===== src/rtl/line_sequencer.sv =====
`default_nettype none
// ============================================================================
// line_sequencer : bottling-line master sequencer (move, fill, inspect, eject)
// Revision 1.0
// ============================================================================
module line_sequencer #(
    parameter int unsigned TRAVEL_TIMEOUT = 2000,
    parameter int unsigned FILL_TIMEOUT   = 5000,
    parameter int unsigned QC_TIMEOUT     = 1000,
    parameter int unsigned EJECT_CYCLES   = 50,
    parameter int unsigned DOZEN          = 12
) (
    input  logic       CLK,
    input  logic       reset,
    input  logic       start,
    input  logic       stop,
    input  logic       fault_clear,
    input  logic       bottle_present,
    input  logic       bottle_full,
    input  logic       qc_ok,
    input  logic       qc_bad,
    input  logic       reservoir_empty,
    output logic       motor,
    output logic       valve,
    output logic       eject,
    output logic       running,
    output logic       fault,
    output logic [1:0] fault_code,
    output logic [2:0] state,
    output logic [3:0] good_count,
    output logic       dozen_pulse
);

    typedef enum logic [2:0] {
        IDLE    = 3'd0,
        MOVE    = 3'd1,
        FILL    = 3'd2,
        INSPECT = 3'd3,
        EJECT   = 3'd4,
        RELEASE = 3'd5,
        FAULT   = 3'd6
    } state_t;

    localparam logic [15:0] TRAVEL_LAST = 16'(TRAVEL_TIMEOUT - 1);
    localparam logic [15:0] FILL_LAST   = 16'(FILL_TIMEOUT - 1);
    localparam logic [15:0] QC_LAST     = 16'(QC_TIMEOUT - 1);
    localparam logic [15:0] EJECT_LAST  = 16'(EJECT_CYCLES - 1);
    localparam logic [3:0]  DOZEN_LAST  = 4'(DOZEN - 1);

    state_t      cur_state;
    state_t      next_state;
    logic [15:0] timer;
    logic        stop_pending;
    logic        clear_pending;
    logic        approve;
    logic [1:0]  next_code;

    always_ff @(posedge CLK or posedge reset) begin
        if (reset) begin
            cur_state <= IDLE;
        end else begin
            cur_state <= next_state;
        end
    end

    // Earlier branches win, so a normal event always beats a same-cycle timeout.
    always_comb begin
        next_state    = cur_state;
        next_code     = fault_code;
        clear_pending = 1'b0;
        approve       = 1'b0;
        case (cur_state)
            IDLE: begin
                if (start && !reservoir_empty) next_state = MOVE;
            end
            MOVE: begin
                if (stop_pending) begin
                    next_state    = IDLE;
                    clear_pending = 1'b1;
                end else if (bottle_present) begin
                    next_state = FILL;
                end else if (timer == TRAVEL_LAST) begin
                    next_state = FAULT;
                    next_code  = 2'b01;
                end
            end
            FILL: begin
                if (bottle_full) begin
                    next_state = INSPECT;
                end else if (reservoir_empty) begin
                    next_state = FAULT;
                    next_code  = 2'b10;
                end else if (timer == FILL_LAST) begin
                    next_state = FAULT;
                    next_code  = 2'b11;
                end
            end
            INSPECT: begin
                if (qc_bad) begin
                    next_state = EJECT;
                end else if (qc_ok) begin
                    next_state = RELEASE;
                    approve    = 1'b1;
                end else if (timer == QC_LAST) begin
                    next_state = EJECT;
                end
            end
            EJECT: begin
                if (timer == EJECT_LAST) next_state = RELEASE;
            end
            RELEASE: begin
                if (!bottle_present) begin
                    if (stop_pending) begin
                        next_state    = IDLE;
                        clear_pending = 1'b1;
                    end else begin
                        next_state = MOVE;
                    end
                end else if (timer == TRAVEL_LAST) begin
                    next_state = FAULT;
                    next_code  = 2'b01;
                end
            end
            FAULT: begin
                if (fault_clear) begin
                    next_state    = IDLE;
                    next_code     = 2'b00;
                    clear_pending = 1'b1;
                end
            end
            default: next_state = IDLE;
        endcase
    end

    always_ff @(posedge CLK or posedge reset) begin
        if (reset) begin
            timer        <= 16'd0;
            stop_pending <= 1'b0;
            fault_code   <= 2'b00;
        end else begin
            timer      <= (next_state != cur_state) ? 16'd0 : timer + 16'd1;
            fault_code <= next_code;
            if (clear_pending) begin
                stop_pending <= 1'b0;
            end else if (stop && cur_state != IDLE && cur_state != FAULT) begin
                stop_pending <= 1'b1;
            end
        end
    end

    // Approved-bottle counter survives faults; only reset clears it.
    always_ff @(posedge CLK or posedge reset) begin
        if (reset) begin
            good_count  <= 4'd0;
            dozen_pulse <= 1'b0;
        end else begin
            dozen_pulse <= 1'b0;
            if (approve) begin
                if (good_count == DOZEN_LAST) begin
                    good_count  <= 4'd0;
                    dozen_pulse <= 1'b1;
                end else begin
                    good_count <= good_count + 4'd1;
                end
            end
        end
    end

    assign state   = cur_state;
    assign motor   = (cur_state == MOVE) || (cur_state == RELEASE);
    assign valve   = (cur_state == FILL);
    assign eject   = (cur_state == EJECT);
    assign running = (cur_state != IDLE) && (cur_state != FAULT);
    assign fault   = (cur_state == FAULT);

endmodule
`default_nettype wire


===== config.mk =====
export PLATFORM = sky130hd
export DESIGN_NAME = line_sequencer
export DESIGN_NICKNAME = d
export VERILOG_FILES = /design/src/rtl/line_sequencer.sv
export SDC_FILE = /design/constraint.sdc
export NUM_CORES = 1
export LEC_CHECK = 0
export BUFFER_PORTS_ARGS = -buffer_cell sky130_fd_sc_hd__clkbuf_2
export CAP_MARGIN = 20
export CORE_UTILIZATION = 50
export DETAILED_ROUTE_END_ITERATION = 7
export HOLD_SLACK_MARGIN = 0.05
export PLACE_DENSITY = 0.82
export SLEW_MARGIN = 20
export SYNTH_ARGS = -nofsm -noshare
export SYNTH_HDL_FRONTEND = slang
export SYNTH_SLANG_ARGS = --single-unit

===== constraint.sdc =====
create_clock -name CLK -period 2.9 [get_ports CLK]
set_input_delay 0.145 -clock CLK [delete_from_list [all_inputs] [get_ports CLK]]
set_output_delay 0.145 -clock CLK [all_outputs]
set_load 0.01 [all_outputs]

After elaboration in Yosys (flattened, before gate mapping)
Cells that the tools add are included.
{"block": "word_totals", "ramBits": 0, "memories": 0, "register_bits": 27, "word_cells": 75, "mem_bits_ro": 0, "inputBits": 10, "output_inout_bits": 15, "latchBits": 0}
{"block": "classes", "shifts": 0, "n_lt_le_gt_ge": 0, "multipliers": 0, "n_addsub": 2, "n_div": 0, "n_eq_ne": 19, "reduce_logical": 11, "muxes": 37, "n_bitwise": 0}
{"cell": "3-bit two-way mux", "count": 13}
{"cell": "3-bit case mux with 7 select lines", "count": 1}
{"cell": "16-bit by 1-bit adder with 16-bit output, second input constant", "count": 1}
{"cell": "16-bit by 10-bit == test with 1-bit output, second input constant", "count": 1}
{"cell": "16-bit by 11-bit == test with 1-bit output, second input constant", "count": 1}
{"cell": "16-bit by 13-bit == test with 1-bit output, second input constant", "count": 1}
{"cell": "16-bit by 6-bit == test with 1-bit output, second input constant", "count": 1}
{"cell": "16-bit two-way mux", "count": 1}
{"cell": "2-bit two-way mux", "count": 8}
{"cell": "1-bit two-way mux", "count": 11}
{"cell": "2-bit inequality test, second input constant", "count": 5}
{"cell": "3-bit == test, second input constant", "count": 3}
{"cell": "2-bit case mux with 4 select lines", "count": 1}
{"cell": "7-bit AND reduction", "count": 1}
{"cell": "3-bit by 2-bit == test with 1-bit output, second input constant", "count": 2}
{"cell": "4-bit by 1-bit adder with 4-bit output, second input constant", "count": 1}
{"cell": "4-bit == test, second input constant", "count": 1}
{"cell": "1-bit logical AND", "count": 4}
{"cell": "4-bit two-way mux", "count": 1}
{"cell": "4-bit nonzero test", "count": 1}
{"cell": "3-bit by 1-bit == test with 1-bit output, second input constant", "count": 1}
{"cell": "3-bit logical NOT", "count": 1}
{"cell": "3-bit by 2-bit inequality test with 1-bit output, second input constant", "count": 1}
{"cell": "3-bit inequality test", "count": 1}
{"cell": "other kinds (6)", "count": 6}

Longest topological paths before layout
{"block": "depth", "ltp_word": 7, "depth_mapped": 7, "depth_no_buf": 6}

Worst setup path after synthesis
OpenSTA, ideal clock, no wires.
{"block": "synth_timing", "path_type": "flip-flop to flip-flop", "from": "register timer[11]", "to": "register timer[10]", "arrival_ns": 2.204, "setup_ns": 0.139, "required_ns": 2.761, "synth_period_minus_slack_ns": 2.342, "path_stages_with_launch": 7, "path_slack_ns": 0.558, "n_path_buf": 1, "cell_sequence": "dfrtp_1 or4_4 o41a_1 or4_4 nand3_4 buf_12 nor4_2"}
{"block": "synth_via", "elab_chain_cells": 7, "elab_cells_between_ends": 18, "cone_classes": "eq/ne: 5; mux: 13"}
{"item": "start: declaration", "line": "52", "rtl": "logic [15:0] timer;"}
{"item": "start signal: assignment", "line": "141", "rtl": "timer <= (next_state != cur_state) ? 16'd0 : timer + 16'd1;"}
{"item": "16-bit by 10-bit == test with 1-bit output, or another cell as far along", "line": "104", "rtl": "end else if (timer == QC_LAST) begin"}
{"item": "3-bit two-way mux (on tied branches)"}
{"item": "3-bit two-way mux (on tied branches)", "line": "101, 80, 90"}
{"item": "3-bit two-way mux (on tied branches)", "line": "99, 77, 88"}
{"item": "3-bit case mux with 7 select lines *", "line": "72", "rtl": "case (cur_state)"}
{"item": "3-bit inequality test *", "line": "141"}
{"item": "16-bit two-way mux *", "line": "141"}
Every way passes the cells marked *; elsewhere a longest branch is shown, timed or not.
A chain may end at the register's enable or synchronous reset.

Worst setup path after layout
{"block": "layout_timing", "from": "register timer[11]", "to": "register timer[5]"}
Same word-level chain as after synthesis.

==> run metrics <==
outcome=finished clean; std cell rows=21; core area=3442 um2; initial antenna violation count=0; fmax=402.6 MHz; Worst Setup End Kind=flip-flop; Post-Route Setup TNS=0 ns; level count of the clock H-tree=1; post-synthesis instance area=1866 um2; pin count of the biggest net entering global routing=28; number of nets in the final layout=224; post-synthesis register bit count=27; wire length per cell after detailed routing=15.13 um; critical path arrival=2.63 ns; number of pins with negative max-slew slack in the final report=0; crit start category=flip-flop; buffers and inverters on the worst path=0; top flip-flop cell by instance count after synthesis=dfrtp_1; Most Crowded Layer GR=met2; global-route wire length before repair=6.796 mm; vias in the first global route=1,472; final worst path period need=2.484 ns; crit share post-route=0.8566; critical-path cell list=or4_4 -> o41a_1 -> or4_4 -> nand3_4 -> nor4_1; CTS tree=done; count of routing violations after the opening detailed-route iteration=100; number of warnings reported in the yosys synthesis log=0; total placed instance area=1957 um2; weighted congestion reported at the end of routability-driven placement=0.8592; buffers from clock root to sink, at most=2; routed via count divided by cell count=6.047; # clock sinks=27; number of buffers inserted to repair setup after CTS=0; M1 GR Usage=0.3099; Area Overhead vs Synth=8.719%; synthesized area per cell=9.819 um2; worst hold margin=0.1698 ns; PostCTS Resize Cnt=0; delay contributed by the slowest stage of the critical path=0.58 ns; initial cell density of the core=0.5420; DRC errors left=0; standard cell with the maximum stage delay on the critical path=or4_4; global-route track usage on met2=0.3253; unrepaired setup endpoints after global routing=no; measured slew at the worst slew-check pin=0.7547 ns; remaining max-slew budget at the tightest pin=0.4957; fraction of registers with async set or reset after synthesis=1.000; number of buffers added by the clock tree synthesis step=3; Worst Skew=0.01017 ns; worst vdd rail ir drop=0.5534 mV; CP top delay family=simple AND/OR/NAND/NOR gates; area taken by flip-flops and latches=675.6 um2; power per cell area=771.0 nW/um2; number of hold violations in the final report=0; WP data required=3.04 ns; footprint of the multi-input gates=1055 um2; number of hold-repair buffers added at the cts stage=0; global routing met3 resource utilization=0.03080; Most common cell on crit path=or4_4; Finished Core Util=0.5892; die width=63.08 um; number of fill cells=293; leakage power of the design=0.8378 nW; clk slew on worst S/H paths=0.10 ns; total inserted antenna cells=0; number of failing setup endpoints in the final timing report=0; first-pass detailed-route iteration total=4; global-route usage over all layers=0.2186; half-perimeter wire length after detailed placement=2.840 mm; routed wire length=3.874 mm; crit path kind=flip-flop to flip-flop; Port Buffer Count=24; residual overflow from global routing=0; die height=63.08 um; master cell of the clock root buffer=clkbuf_8; Min-Delay Path Class=input port to flip-flop; count of boundary I/O pins=25; Post-DRT Antenna Nets=0; number of max-cap violations=0; Post-Syn Instances=190; clock network latency to the later pin of the worst-skew pair=0.28 ns; share of cells above drive strength 1=0.2381; sequential element share of the synthesized area=0.3622; via count of the routed design=1,548; post-layout instance area=2028 um2; Die ar.=3979 um2; maximum fanout count along the critical path=16; distinct cell type count of the synthesized netlist=54; EDFF count, synth=0; Post-Syn Nets=203
==> through the flow <==
stage	setup slack, ns	power (mW)	std cells
6_report	0.4159	1.564	256
5_1_grt	0.3344	1.695	256
4_1_cts	0.4156	1.572	254
3_5_place_dp	0.4256	1.350	250
3_3_place_gp	0.4729	1.329	250
2_1_floorplan	0.5576	1.182	190
==> final timing paths <==
check                               from            end  slack [ns]  depth (start not counted)
max                            timer[11]       timer[5]        0.42                          5
min                                 stop   stop_pending        0.17                          3
max reg2reg                    timer[11]       timer[5]        0.42                          5
min reg2reg                fault_code[0]  fault_code[0]        0.51                          1
max in group asynchronous          reset       timer[2]        2.14                          4
min in group asynchronous          reset       timer[1]        0.34                          3
==> registers in the layout, indices dropped and copies added, names as in the netlist <==
register / flops
timer: 16
dozen_pulse: 1
state: 3
fault_code: 2
good_count: 4
stop_pending: 1
==> layout by cell type (no fill, tap or decap), types with 2 or more instances in the layout <==
| cell type | instances |
|---|---|
| clkbuf_2 | 24 |
| nor4_2 | 11 |
| and3_1 | 2 |
| nand4_1 | 8 |
| o31ai_1 | 2 |
| nand2_1 | 13 |
| ha_1 | 3 |
| nor2b_1 | 2 |
| nor2_1 | 13 |
| o21ai_1 | 5 |
| or3_1 | 3 |
| nand2b_1 | 4 |
| nor4_1 | 8 |
| inv_2 | 2 |
| mux2_1 | 4 |
| dfrtp_1 | 27 |
| inv_1 | 8 |
| o21ai_0 | 3 |
| nor3_1 | 6 |
| clkbuf_8 | 3 |
| nand4bb_1 | 2 |
| xnor2_1 | 9 |
| nand3_1 | 6 |
| xor2_1 | 6 |
| nor4b_1 | 2 |
| a21oi_1 | 3 |
| or4_4 | 2 |
==> synth_stat cells (all sizes together) (2+ instances only) <==
cell type / number / share of area
or3: 3 / 0.010
nand3: 7 / 0.025
clkbuf: 4 / 0.0080
nor2b: 2 / 0.0067
nor3: 6 / 0.016
o221ai: 2 / 0.013
inv: 11 / 0.022
a21oi: 3 / 0.0080
xnor2: 9 / 0.042
ha: 3 / 0.020
o31ai: 2 / 0.0080
nand4bb: 2 / 0.012
o21ai: 8 / 0.021
nor2: 13 / 0.026
nand2b: 4 / 0.013
and3: 2 / 0.0067
dfrtp: 27 / 0.36
nor4: 19 / 0.10
nand4: 8 / 0.027
nand2: 13 / 0.026
nor4b: 3 / 0.022
or3b: 2 / 0.0094
or4: 3 / 0.016
xor2: 6 / 0.028
mux2: 4 / 0.024
buf: 6 / 0.038
==> area by class of cell <==
cell class,count,share of cell area
multi-input cells,141,0.5200
well taps,46,0.02838
clock buffers,3,0.02036
flip-flops and latches,27,0.3331
clock inverters,1,0.002468
repair buffers,27,0.07526
inverters,11,0.02036
==> per-layer routing <==
| layer | part of all wire | wire [um] |
|---|---|---|
| met4 | 0.017 | 66 |
| met5 | 0 | 0 |
| met2 | 0.47 | 1802 |
| met3 | 0.038 | 148 |
| met1 | 0.48 | 1857 |
==> power breakdown <==
part / switching [mW] / internal, mW
combinational: 0.447 / 0.296
sequential: 0.154 / 0.449
clock: 0.121 / 0.0966
total: 0.722 / 0.842
==> worst reg2reg max path, stage by stage, from the launching register on <==
cell and delay (ns):
dfrtp_1 0.42, or4_4 0.58, o41a_1 0.47, or4_4 0.52
nand3_4 0.25, nor4_1 0.11
==> cell families (layout without fill, tap and decap cells) <==
| family | after synthesis | in the layout | synth area share |
|---|---|---|---|
| simple gates | 93 | 93 | 0.3468 |
| buf+inv | 22 | 42 | 0.07243 |
| flops | 27 | 27 | 0.3622 |
| mux | 4 | 4 | 0.02414 |
| fa+ha+maj | 3 | 3 | 0.02012 |
| compound gates | 26 | 26 | 0.1040 |
| xor+xnor | 15 | 15 | 0.07042 |
Power figures use the tool's default switching activity.
